--- config.mk ---
export PLATFORM = sky130hd
export DESIGN_NAME = gray_ptr_reader_flat
export DESIGN_NICKNAME = d
export VERILOG_FILES = /design/src/rtl/lau_pkg.sv /design/src/rtl/gray_ptr_reader_if.sv /design/src/rtl/gray_sync.sv /design/src/rtl/lau_bin2gray.sv /design/src/rtl/lau_gray2bin.sv /design/src/rtl/lau_gray_inc.sv /design/src/rtl/gray_ptr_reader.sv /design/src/flat_wrapper.sv
export SDC_FILE = /design/constraint.sdc
export NUM_CORES = 1
export LEC_CHECK = 0
export BUFFER_PORTS_ARGS = -buffer_cell sky130_fd_sc_hd__buf_2
export CORE_AREA = 2 2 47 49
export CTS_BUF_LIST = sky130_fd_sc_hd__clkbuf_2 sky130_fd_sc_hd__clkbuf_4 sky130_fd_sc_hd__clkbuf_8
export DETAILED_ROUTE_END_ITERATION = 10
export DIE_AREA = 0 0 49 51
export HOLD_SLACK_MARGIN = 0.08
export PLACE_DENSITY = 0.78
export SETUP_SLACK_MARGIN = 0.2
export SLEW_MARGIN = 20
export SYNTH_ARGS = -nofsm -noshare
export SYNTH_HDL_FRONTEND = slang
export SYNTH_SLANG_ARGS = --single-unit
--- constraint.sdc ---
create_clock -name clk_i -period 3.45 [get_ports clk_i]
set_clock_uncertainty 0.15 [all_clocks]
set_input_delay 0.345 -clock clk_i [delete_from_list [all_inputs] [get_ports clk_i]]
set_output_delay 0.345 -clock clk_i [all_outputs]
set_load 0.02 [all_outputs]
--- src/rtl/lau_pkg.sv ---
// rtl/lau_pkg.sv - shared architecture selector for the Gray-code helper blocks
package lau_pkg;

  typedef enum logic [0:0] {
    FAST = 1'b0,
    SLOW = 1'b1
  } speed_e;

endpackage

--- src/rtl/gray_ptr_reader_if.sv ---
// rtl/gray_ptr_reader_if.sv - read-side FIFO pointer bundle between consumer logic and gray_ptr_reader
interface gray_ptr_reader_if #(
  parameter int width = 4
);

  logic [width-1:0] WPtrGray_i;
  logic             Pop_i;
  logic             ErrClr_i;
  logic             PopAck_o;
  logic [width-1:0] RPtrGray_o;
  logic [width-1:0] RPtrBin_o;
  logic [width-1:0] Fill_o;
  logic             Empty_o;
  logic             StepErr_o;
  logic             OvfErr_o;

  modport master (
    output WPtrGray_i, Pop_i, ErrClr_i,
    input  PopAck_o, RPtrGray_o, RPtrBin_o, Fill_o, Empty_o, StepErr_o, OvfErr_o
  );

  modport slave (
    input  WPtrGray_i, Pop_i, ErrClr_i,
    output PopAck_o, RPtrGray_o, RPtrBin_o, Fill_o, Empty_o, StepErr_o, OvfErr_o
  );

endinterface

--- src/rtl/gray_sync.sv ---
// rtl/gray_sync.sv - multi-flop synchronizer chain for a Gray-coded bus
module gray_sync #(
  parameter int width  = 4,
  parameter int stages = 2
) (
  input  logic             clk_i,
  input  logic             rst_ni,
  input  logic [width-1:0] i_d,
  output logic [width-1:0] o_q
);

  logic [stages-1:0][width-1:0] r_chain;

  // Only Gray-coded values may cross here, so per-bit metastability resolves to old or new.
  always_ff @(posedge clk_i or negedge rst_ni) begin
    if (!rst_ni) begin
      r_chain <= '0;
    end else begin
      r_chain <= {r_chain[stages-2:0], i_d};
    end
  end

  assign o_q = r_chain[stages-1];

endmodule

--- src/rtl/lau_bin2gray.sv ---
// rtl/lau_bin2gray.sv - binary to Gray converter
module lau_bin2gray #(
  parameter int width = 4
) (
  input  logic [width-1:0] i_bin,
  output logic [width-1:0] o_gray
);

  assign o_gray = i_bin ^ (i_bin >> 1);

endmodule

--- src/rtl/lau_gray2bin.sv ---
// rtl/lau_gray2bin.sv - Gray to binary converter, parallel (FAST) or ripple (SLOW) form
module lau_gray2bin
  import lau_pkg::*;
#(
  parameter int     width = 4,
  parameter speed_e speed = FAST
) (
  input  logic [width-1:0] i_gray,
  output logic [width-1:0] o_bin
);

  generate
    if (speed == FAST) begin : g_fast
      always_comb begin
        o_bin = '0;
        for (int i = 0; i < width; i++) begin
          o_bin[i] = ^(i_gray >> i);
        end
      end
    end else begin : g_slow
      logic w_acc;
      always_comb begin
        o_bin = '0;
        w_acc = 1'b0;
        for (int i = width - 1; i >= 0; i--) begin
          w_acc    = w_acc ^ i_gray[i];
          o_bin[i] = w_acc;
        end
      end
    end
  endgenerate

endmodule

--- src/rtl/lau_gray_inc.sv ---
// rtl/lau_gray_inc.sv - Gray code incrementer (decode, add one, re-encode)
module lau_gray_inc
  import lau_pkg::*;
#(
  parameter int     width = 4,
  parameter speed_e speed = FAST
) (
  input  logic [width-1:0] i_gray,
  output logic [width-1:0] o_gray
);

  logic [width-1:0] w_bin;
  logic [width-1:0] w_bin_inc;

  lau_gray2bin #(.width(width), .speed(speed)) u_dec (
    .i_gray (i_gray),
    .o_bin  (w_bin)
  );

  assign w_bin_inc = w_bin + width'(1);

  lau_bin2gray #(.width(width)) u_enc (
    .i_bin  (w_bin_inc),
    .o_gray (o_gray)
  );

endmodule

--- src/rtl/gray_ptr_reader.sv ---
// rtl/gray_ptr_reader.sv - async FIFO read-side pointer, fill/empty and write-pointer sanity checks
module gray_ptr_reader
  import lau_pkg::*;
#(
  parameter int     width      = 4,
  parameter int     syncStages = 2,
  parameter speed_e speed      = FAST
) (
  input  logic              clk_i,
  input  logic              rst_ni,
  gray_ptr_reader_if.slave  bus
);

  localparam int               DepthInt = 2 ** (width - 1);
  localparam logic [width-1:0] Depth    = DepthInt[width-1:0];

  logic [width-1:0] w_wgray_sync;
  logic [width-1:0] w_wbin_sync;
  logic [width-1:0] w_rgray_inc;
  logic [width-1:0] w_rbin;
  logic [width-1:0] w_fill;
  logic             w_empty;
  logic             w_pop_ack;
  logic             w_step_bad;
  logic             w_ovf_bad;

  logic [width-1:0] r_wgray_q;
  logic [width-1:0] r_wbin_q;
  logic [width-1:0] r_rgray_q;
  logic             r_step_err;
  logic             r_ovf_err;

  gray_sync #(.width(width), .stages(syncStages)) u_sync (
    .clk_i  (clk_i),
    .rst_ni (rst_ni),
    .i_d    (bus.WPtrGray_i),
    .o_q    (w_wgray_sync)
  );

  lau_gray2bin #(.width(width), .speed(speed)) u_wdec (
    .i_gray (w_wgray_sync),
    .o_bin  (w_wbin_sync)
  );

  lau_gray2bin #(.width(width), .speed(speed)) u_rdec (
    .i_gray (r_rgray_q),
    .o_bin  (w_rbin)
  );

  lau_gray_inc #(.width(width), .speed(speed)) u_rinc (
    .i_gray (r_rgray_q),
    .o_gray (w_rgray_inc)
  );

  // Modular subtraction; the wrap bit keeps full (Depth) distinct from empty (0).
  assign w_fill     = r_wbin_q - w_rbin;
  assign w_empty    = (w_fill == '0);
  assign w_pop_ack  = bus.Pop_i & ~w_empty;
  assign w_step_bad = ($countones(w_wgray_sync ^ r_wgray_q) > 1);
  assign w_ovf_bad  = (w_fill > Depth);

  always_ff @(posedge clk_i or negedge rst_ni) begin
    if (!rst_ni) begin
      r_wgray_q  <= '0;
      r_wbin_q   <= '0;
      r_rgray_q  <= '0;
      r_step_err <= 1'b0;
      r_ovf_err  <= 1'b0;
    end else begin
      r_wgray_q  <= w_wgray_sync;
      r_wbin_q   <= w_wbin_sync;
      if (w_pop_ack) begin
        r_rgray_q <= w_rgray_inc;
      end
      // A fresh error in the clear cycle takes priority over the clear.
      r_step_err <= w_step_bad | (r_step_err & ~bus.ErrClr_i);
      r_ovf_err  <= w_ovf_bad  | (r_ovf_err  & ~bus.ErrClr_i);
    end
  end

  assign bus.PopAck_o   = w_pop_ack;
  assign bus.RPtrGray_o = r_rgray_q;
  assign bus.RPtrBin_o  = w_rbin;
  assign bus.Fill_o     = w_fill;
  assign bus.Empty_o    = w_empty;
  assign bus.StepErr_o  = r_step_err;
  assign bus.OvfErr_o   = r_ovf_err;

endmodule

--- src/flat_wrapper.sv ---
// flat-port wrapper written by rule: the top's interface ports become plain ports
module gray_ptr_reader_flat import lau_pkg::*;
#(
  parameter int     width      = 4,
  parameter int     syncStages = 2,
  parameter speed_e speed      = FAST
)
  (clk_i, rst_ni, bus_WPtrGray_i, bus_Pop_i, bus_ErrClr_i, bus_PopAck_o, bus_RPtrGray_o, bus_RPtrBin_o, bus_Fill_o, bus_Empty_o, bus_StepErr_o, bus_OvfErr_o);
  gray_ptr_reader_if #(.width(width)) bus_i ();
  input  logic clk_i;
  input  logic rst_ni;
  input wire logic [$bits(bus_i.WPtrGray_i)-1:0] bus_WPtrGray_i;
  input wire logic [$bits(bus_i.Pop_i)-1:0] bus_Pop_i;
  input wire logic [$bits(bus_i.ErrClr_i)-1:0] bus_ErrClr_i;
  output wire logic [$bits(bus_i.PopAck_o)-1:0] bus_PopAck_o;
  output wire logic [$bits(bus_i.RPtrGray_o)-1:0] bus_RPtrGray_o;
  output wire logic [$bits(bus_i.RPtrBin_o)-1:0] bus_RPtrBin_o;
  output wire logic [$bits(bus_i.Fill_o)-1:0] bus_Fill_o;
  output wire logic [$bits(bus_i.Empty_o)-1:0] bus_Empty_o;
  output wire logic [$bits(bus_i.StepErr_o)-1:0] bus_StepErr_o;
  output wire logic [$bits(bus_i.OvfErr_o)-1:0] bus_OvfErr_o;
  assign bus_i.WPtrGray_i = bus_WPtrGray_i;
  assign bus_i.Pop_i = bus_Pop_i;
  assign bus_i.ErrClr_i = bus_ErrClr_i;
  assign bus_PopAck_o = bus_i.PopAck_o;
  assign bus_RPtrGray_o = bus_i.RPtrGray_o;
  assign bus_RPtrBin_o = bus_i.RPtrBin_o;
  assign bus_Fill_o = bus_i.Fill_o;
  assign bus_Empty_o = bus_i.Empty_o;
  assign bus_StepErr_o = bus_i.StepErr_o;
  assign bus_OvfErr_o = bus_i.OvfErr_o;
  gray_ptr_reader #(.width(width), .syncStages(syncStages), .speed(speed)) u_core (.clk_i(clk_i), .rst_ni(rst_ni), .bus(bus_i));
endmodule
==> results of run 1 <==
## layer usage
| metal | GRT usage, % | vias up | wire [um] |
|---|---|---|---|
| met5 | 0 | - | 0 |
| met4 | 11.4 | 0 | 44 |
| met3 | 2.63 | 5 | 61 |
| met2 | 27.6 | 21 | 833 |
| met1 | 15.5 | 319 | 713 |
| li1 | - | 331 | - |
## worst reg2reg max path, stage by stage, from the launching register on
cell and delay, ns:
dfrtp_1 0.44, xnor3_2 0.45, xnor2_4 0.16, ha_1 0.16
inv_1 0.06, ha_1 0.21, a21oi_4 0.18, xnor2_1 0.10
nand2b_1 0.21, o211ai_2 0.17, mux2_1 0.35
## logic make-up (layout without fill, tap and decap cells)
kind of cell / count (synthesis) / after routing / share of synthesized area (%)
flops: 21 / 21 / 52.5
xor+xnor: 15 / 15 / 15.4
simple gates: 13 / 13 / 6.75
compound gates: 12 / 12 / 8.63
buf+inv: 12 / 44 / 5.25
fa+ha+maj: 6 / 6 / 8.25
mux: 3 / 3 / 3.25
## cell usage in the layout (no fill, tap or decap)
cell	Yosys	routed
o21ai_2	1	1
nand2b_1	2	2
xnor2_4	0	1
dfrtp_2	0	1
o22ai_1	2	2
inv_1	9	9
or4b_2	1	1
o31ai_1	1	1
xnor2_2	1	1
buf_2	0	23
a21oi_4	0	1
dfrtp_1	21	20
a31oi_1	1	1
a21boi_2	0	1
nor2_1	4	4
a21oi_1	3	3
mux2i_4	0	1
nor2b_2	0	1
xnor3_2	1	1
o211ai_2	1	1
nand2_1	3	3
dlygate4sd3_1	0	5
clkbuf_4	0	4
xnor2_1	4	3
nand3b_1	1	1
xor2_1	9	9
mux2_1	2	2
nor3_1	1	1
inv_2	1	1
buf_4	2	2
fa_1	1	1
o211ai_1	1	1
ha_1	5	5
## sequential cells by signal (all words and copies together), names as in the netlist
register,cells
u_core.u_sync.r_chain,4
u_core.bus.StepErr_o,1
u_core.bus.RPtrGray_o,4
u_core.r_wbin_q,4
u_core.bus.OvfErr_o,1
u_core.r_wgray_q,3
u_core.u_sync.o_q,4
## per-stage QoR
stage	hold slack (ns)	instances	area (um2)
3_3_place_gp	0.156	131	1160
3_5_place_dp	0.158	131	1160
4_1_cts	0.113	142	1270
6_report	0.115	142	1280
5_1_grt	0.114	142	1280
2_1_floorplan	-0.101	82	1030
## worst paths after layout
check,from,endpoint,cells after the start
setup / recovery,u_core.bus.RPtrGray_o[1],bus_PopAck_o,10
hold / removal,bus_ErrClr_i,u_core.bus.StepErr_o,2
setup reg to reg,u_core.bus.RPtrGray_o[1],u_core.bus.RPtrGray_o[1],10
hold reg to reg,u_core.u_sync.r_chain[3],u_core.u_sync.o_q[3],0
max in group asynchronous,rst_ni,u_core.bus.RPtrGray_o[3],2
min in group asynchronous,rst_ni,u_core.bus.RPtrGray_o[1],2
## cell type report
type	instances	area [um2]
Clock buffer	4	30.0
Multi-Input combinational cell	49	468
Fill cell	175	786
Inverter	10	37.5
Tap cell	28	35.0
Timing Repair Buffer	30	180
Sequential cell	21	527
## Yosys cell counts, types with 2 or more instances
library cell / instances
dfrtp_1: 21
inv_1: 9
xor2_1: 9
ha_1: 5
nor2_1: 4
xnor2_1: 4
a21oi_1: 3
nand2_1: 3
buf_4: 2
mux2_1: 2
nand2b_1: 2
o22ai_1: 2
## repair_timing
| item | 4_1_cts | 5_1_grt |
|---|---|---|
| hold endpoints to repair | 25 | 0 |
| setup endpoints to repair | 1 | 2 |
| cloned | 0 | 0 |
| resized for setup | 1 | 3 |
| setup buffers | 2 | 0 |
| pin swaps | 1 | 0 |
| hold buffers | 5 | 0 |
==> impl_metrics.ini, run 1 <==
[outcome]
status = completed

[timing]
max-slew-margin-rel_pct = 71.6
fmax_mhz = 322
hold_viol_final = 0
worstMarginPinSlew_ns = 0.427
finalSetupViolations = 0
period_minus_slack_ns = 3.11
final.period_utilization_pct = 90.0
report.final.slew_viol_count = 0
setup_slack_ns = 0.345
rsz0062_at_grt = no
setup-tns-final_ns = 0

[clock_tree]
clockBufferDepth = 2
insertion_delay_ns = 0.29
htreeDepth = 1
clock-sinks = 21
clk_pin_slew_ns = 0.10
cts_root_buffer = clkbuf_4
cts_tree = built
cts_buffers = 3

[logic_synthesis]
syn_inst = 82
synthDistinctLibCells = 28
netlist_area_mm2 = 0.00100
synth_flop_cell = dfrtp_1
yosysSeqAreaShare_pct = 52.5
synth-seq-cells = 21
async_flop_share_pct = 100
syn_nets = 96
netlist.area_leader.share_pct = 52.5
yosys.area.top_type = dfrtp_1
syn_avg_cell_area_um2 = 12.2
synth_area_leaders = dfrtp_1 53%, xor2_1 7.9%, ha_1 6.3%
synth_edf_count = 0
yosysWarnings = 0

[global_routing]
antenna_found_initial = 0
grt_pass1_vias = 701
grt.overflow.total = 0
grt.total_usage_pct = 15.1
grt_pass1_wl_mm = 2.77
grt_max_degree = 22

[layout]
fin_nets = 129
area_growth_pct = 27.6
utilization_pct = 61.9
drive_above_1_share_pct = 36.0
n_antenna_cell = 0

[worst_setup_path]
crit_top_cell = ha_1
worstPathMaxFanout = 5
crit_path_max_incr_delay_ns = 0.45
cp.required_ns = 2.95
path_cells = xnor3_2 > xnor2_4 > ha_1 > inv_1 > ha_1 > nor2b_2 > nand2_1 > mux2i_4 > a21boi_2 > buf_2
critical_path_class = flip-flop to output pin
cpMaxStageDelayCell = xnor3_2
cp.arrival_ns = 2.61
r2r_slack_ns = 0.71
end_kind = output pin
path_delay_family = XOR/XNOR gates
crit_buf_inv = 2
start_kind = flip-flop

[route]
drtIter0Drc = 5
dr.pass1.iters = 3
wl_per_cell_um = 11.6
avgViaCountPerCell = 4.76
detail_route.wirelength_mm = 1.65
drc = 0
ant_nets = 0
vias = 676

[floorplanning]
die_x_um = 49
ios = 24
fp.dieArea_mm2 = 0.00250
fp-row-count = 17
start_util_pct = 48.5
core_region_area_mm2 = 0.00206
dieHeight_um = 51

[placed_design]
gp_congestion = 0.820
dp_hpwl_mm = 1.28
preCtsSetupSlack_ns = 0.350
portBuffers = 23

[worst_hold_path]
worstHoldPathType = input port to flip-flop

[flow_run]
cap_violations = 0
Power of run 1 is left out: the tool's default activity adds up to more than one toggle a clock period on the data nets, which glitch-free logic cannot reach.
==> run 2, diff against run 1 <==
--- a/config.mk
+++ b/config.mk
@@ -6,12 +6,13 @@
 export NUM_CORES = 1
 export LEC_CHECK = 0
 export BUFFER_PORTS_ARGS = -buffer_cell sky130_fd_sc_hd__buf_2
-export CORE_AREA = 2 2 47 49
+export CORE_AREA = 2 2 49 51
 export CTS_BUF_LIST = sky130_fd_sc_hd__clkbuf_2 sky130_fd_sc_hd__clkbuf_4 sky130_fd_sc_hd__clkbuf_8
+export CTS_CLUSTER_DIAMETER = 30
 export DETAILED_ROUTE_END_ITERATION = 10
-export DIE_AREA = 0 0 49 51
+export DIE_AREA = 0 0 51 53
 export HOLD_SLACK_MARGIN = 0.08
-export PLACE_DENSITY = 0.78
+export PLACE_DENSITY = 0.75
 export SETUP_SLACK_MARGIN = 0.2
 export SLEW_MARGIN = 20
 export SYNTH_ARGS = -nofsm -noshare
==> constraint.sdc (replaced) <==
create_clock -name clk_i -period 2.5 [get_ports clk_i]
set_clock_uncertainty 0.15 [all_clocks]
set_input_delay 0.25 -clock clk_i [delete_from_list [all_inputs] [get_ports clk_i]]
set_output_delay 0.25 -clock clk_i [all_outputs]
set_load 0.02 [all_outputs]
==> run 2 against run 1 <==
Net effect:
- die area rose by 8.2%
- clock-buffer cell count fell by 1
- utilization rose by 7.9 points
- critical endpoint unchanged
- cell count rose by 13%
- critical path depth did not move
- first-iteration DRC count rose by 40%
- via count rose by 17%
- the flow now finishes with violations (setup timing)
- worst setup slack got worse by 0.71 ns
- non-clock buffer count rose by 19
- global-route usage rose by 2.3 points
- sequential share of layout area fell by 6.1 points
- final area rose by 17%
==> impl_metrics.ini, run 2 (synthesis gave the netlist of run 1 again) <==
[outcome]
violations = setup timing
status = finished, violations left

[worst_setup_path]
critical_path_class = flip-flop to output pin
cp.arrival_ns = 2.47
cpMaxStageDelayCell = xnor3_2
cp.required_ns = 2.10
path_delay_family = XOR/XNOR gates
crit_path_max_incr_delay_ns = 0.46
crit_top_cell = ha_4
start_kind = flip-flop
worstPathMaxFanout = 4
crit_buf_inv = 2
end_kind = output pin
path_cells = xnor3_2 > xnor2_4 > ha_4 > inv_2 > ha_4 > nor2b_4 > nand2b_1 > mux2i_2 > a21boi_2 > buf_6

[timing]
fmax_mhz = 349
rsz0062_at_grt = yes
final.period_utilization_pct = 115
setup-tns-final_ns = -2.20
finalSetupViolations = 9
max-slew-margin-rel_pct = 69.0
setup_slack_ns = -0.366
report.final.slew_viol_count = 0
worstMarginPinSlew_ns = 0.465
hold_viol_final = 0
period_minus_slack_ns = 2.87

[floorplanning]
dieHeight_um = 53
die_x_um = 51
core_region_area_mm2 = 0.00215
fp.dieArea_mm2 = 0.00270
start_util_pct = 46.6
fp-row-count = 17
ios = 24

[global_routing]
grt_max_degree = 22
grt.overflow.total = 0
antenna_found_initial = 0
grt_pass1_wl_mm = 3.33
grt_pass1_vias = 770
grt.total_usage_pct = 17.4

[route]
detail_route.wirelength_mm = 2.14
dr.pass1.iters = 4
vias = 792
ant_nets = 0
drtIter0Drc = 7
wl_per_cell_um = 13.3
avgViaCountPerCell = 4.92
drc = 0

[clock_tree]
cts_root_buffer = clkbuf_4
cts_tree = built
insertion_delay_ns = 0.31
htreeDepth = 1
clock-sinks = 21
clockBufferDepth = 2
clk_pin_slew_ns = 0.12
cts_buffers = 3

[layout]
area_growth_pct = 49.9
drive_above_1_share_pct = 51.1
n_antenna_cell = 0
fin_nets = 148
final_cell_mix = 21 x buf_4, 20 x dfrtp_1, 19 x buf_2
layout_commonest_cell = buf_4

[placed_design]
dp_hpwl_mm = 1.45
portBuffers = 23
gp_congestion = 0.753

[worst_hold_path]
worstHoldPathType = input port to flip-flop

[flow_run]
cap_violations = 0
==> run 2: worst paths after layout <==
path / start / endpoint / slack [ns] / depth (start not counted)
setup reg to reg: u_core.bus.RPtrGray_o[2] / u_core.bus.RPtrGray_o[3] / -0.32 / 15
hold / removal: bus_Pop_i / u_core.bus.RPtrGray_o[1] / 0.16 / 3
setup / recovery: u_core.bus.RPtrGray_o[2] / bus_PopAck_o / -0.37 / 10
hold reg to reg: u_core.u_sync.r_chain[2] / u_core.u_sync.o_q[2] / 0.21 / 0
min in group asynchronous: rst_ni / u_core.bus.RPtrGray_o[1] / 0.27 / 2
max in group asynchronous: rst_ni / u_core.bus.RPtrGray_o[2] / 1.59 / 2
==> run 2: through the flow <==
stage / hold WS (ns) / util [%] / std cells / setup slack, ns / instance area (um2)
after CTS: 0.125 / 66.1 / 157 / -0.384 / 1420
after detailed placement: 0.0734 / 59.1 / 142 / -0.246 / 1270
after global placement: 0.0713 / 59.1 / 142 / -0.138 / 1270
final: 0.165 / 69.8 / 161 / -0.366 / 1500
after global routing: 0.152 / 69.8 / 161 / -0.491 / 1500
after floorplan: -0.196 / - / 82 / -0.451 / 1050
==> run 2: area by class of cell <==
cell class              instances  area (um2)
inverters                      10        37.5
multi-input cells              49         527
repair buffers                 49         347
flip-flops and latches         21         527
fillers                       152         648
clock inverters                 1        5.00
clock buffers                   3        22.5
well taps                      28        35.0
==> run 2: tightest hold or removal path: stages <==
cell	delay (ns)
buf_2	0.12
o211ai_2	0.07
mux2_4	0.15
==> run 2: per-layer routing <==
metal / GRT usage [%] / share of wire, % / wire [um]
met1: 18.8 / 39 / 827
met5: 0 / 0 / 0
met4: 14.4 / 3.2 / 68
met3: 1.98 / 4.6 / 99
met2: 30.5 / 53 / 1150
==> run 2: repair_timing <==
action | 4_1_cts | 5_1_grt
hold endpoints to repair | 27 | 0
hold buffers | 6 | 0
resized for setup | 5 | 10
pin swaps | 3 | 4
setup buffers | 5 | 4
endpoints found under the setup margin | 10 | 11
Power of run 2 is left out for the same reason.
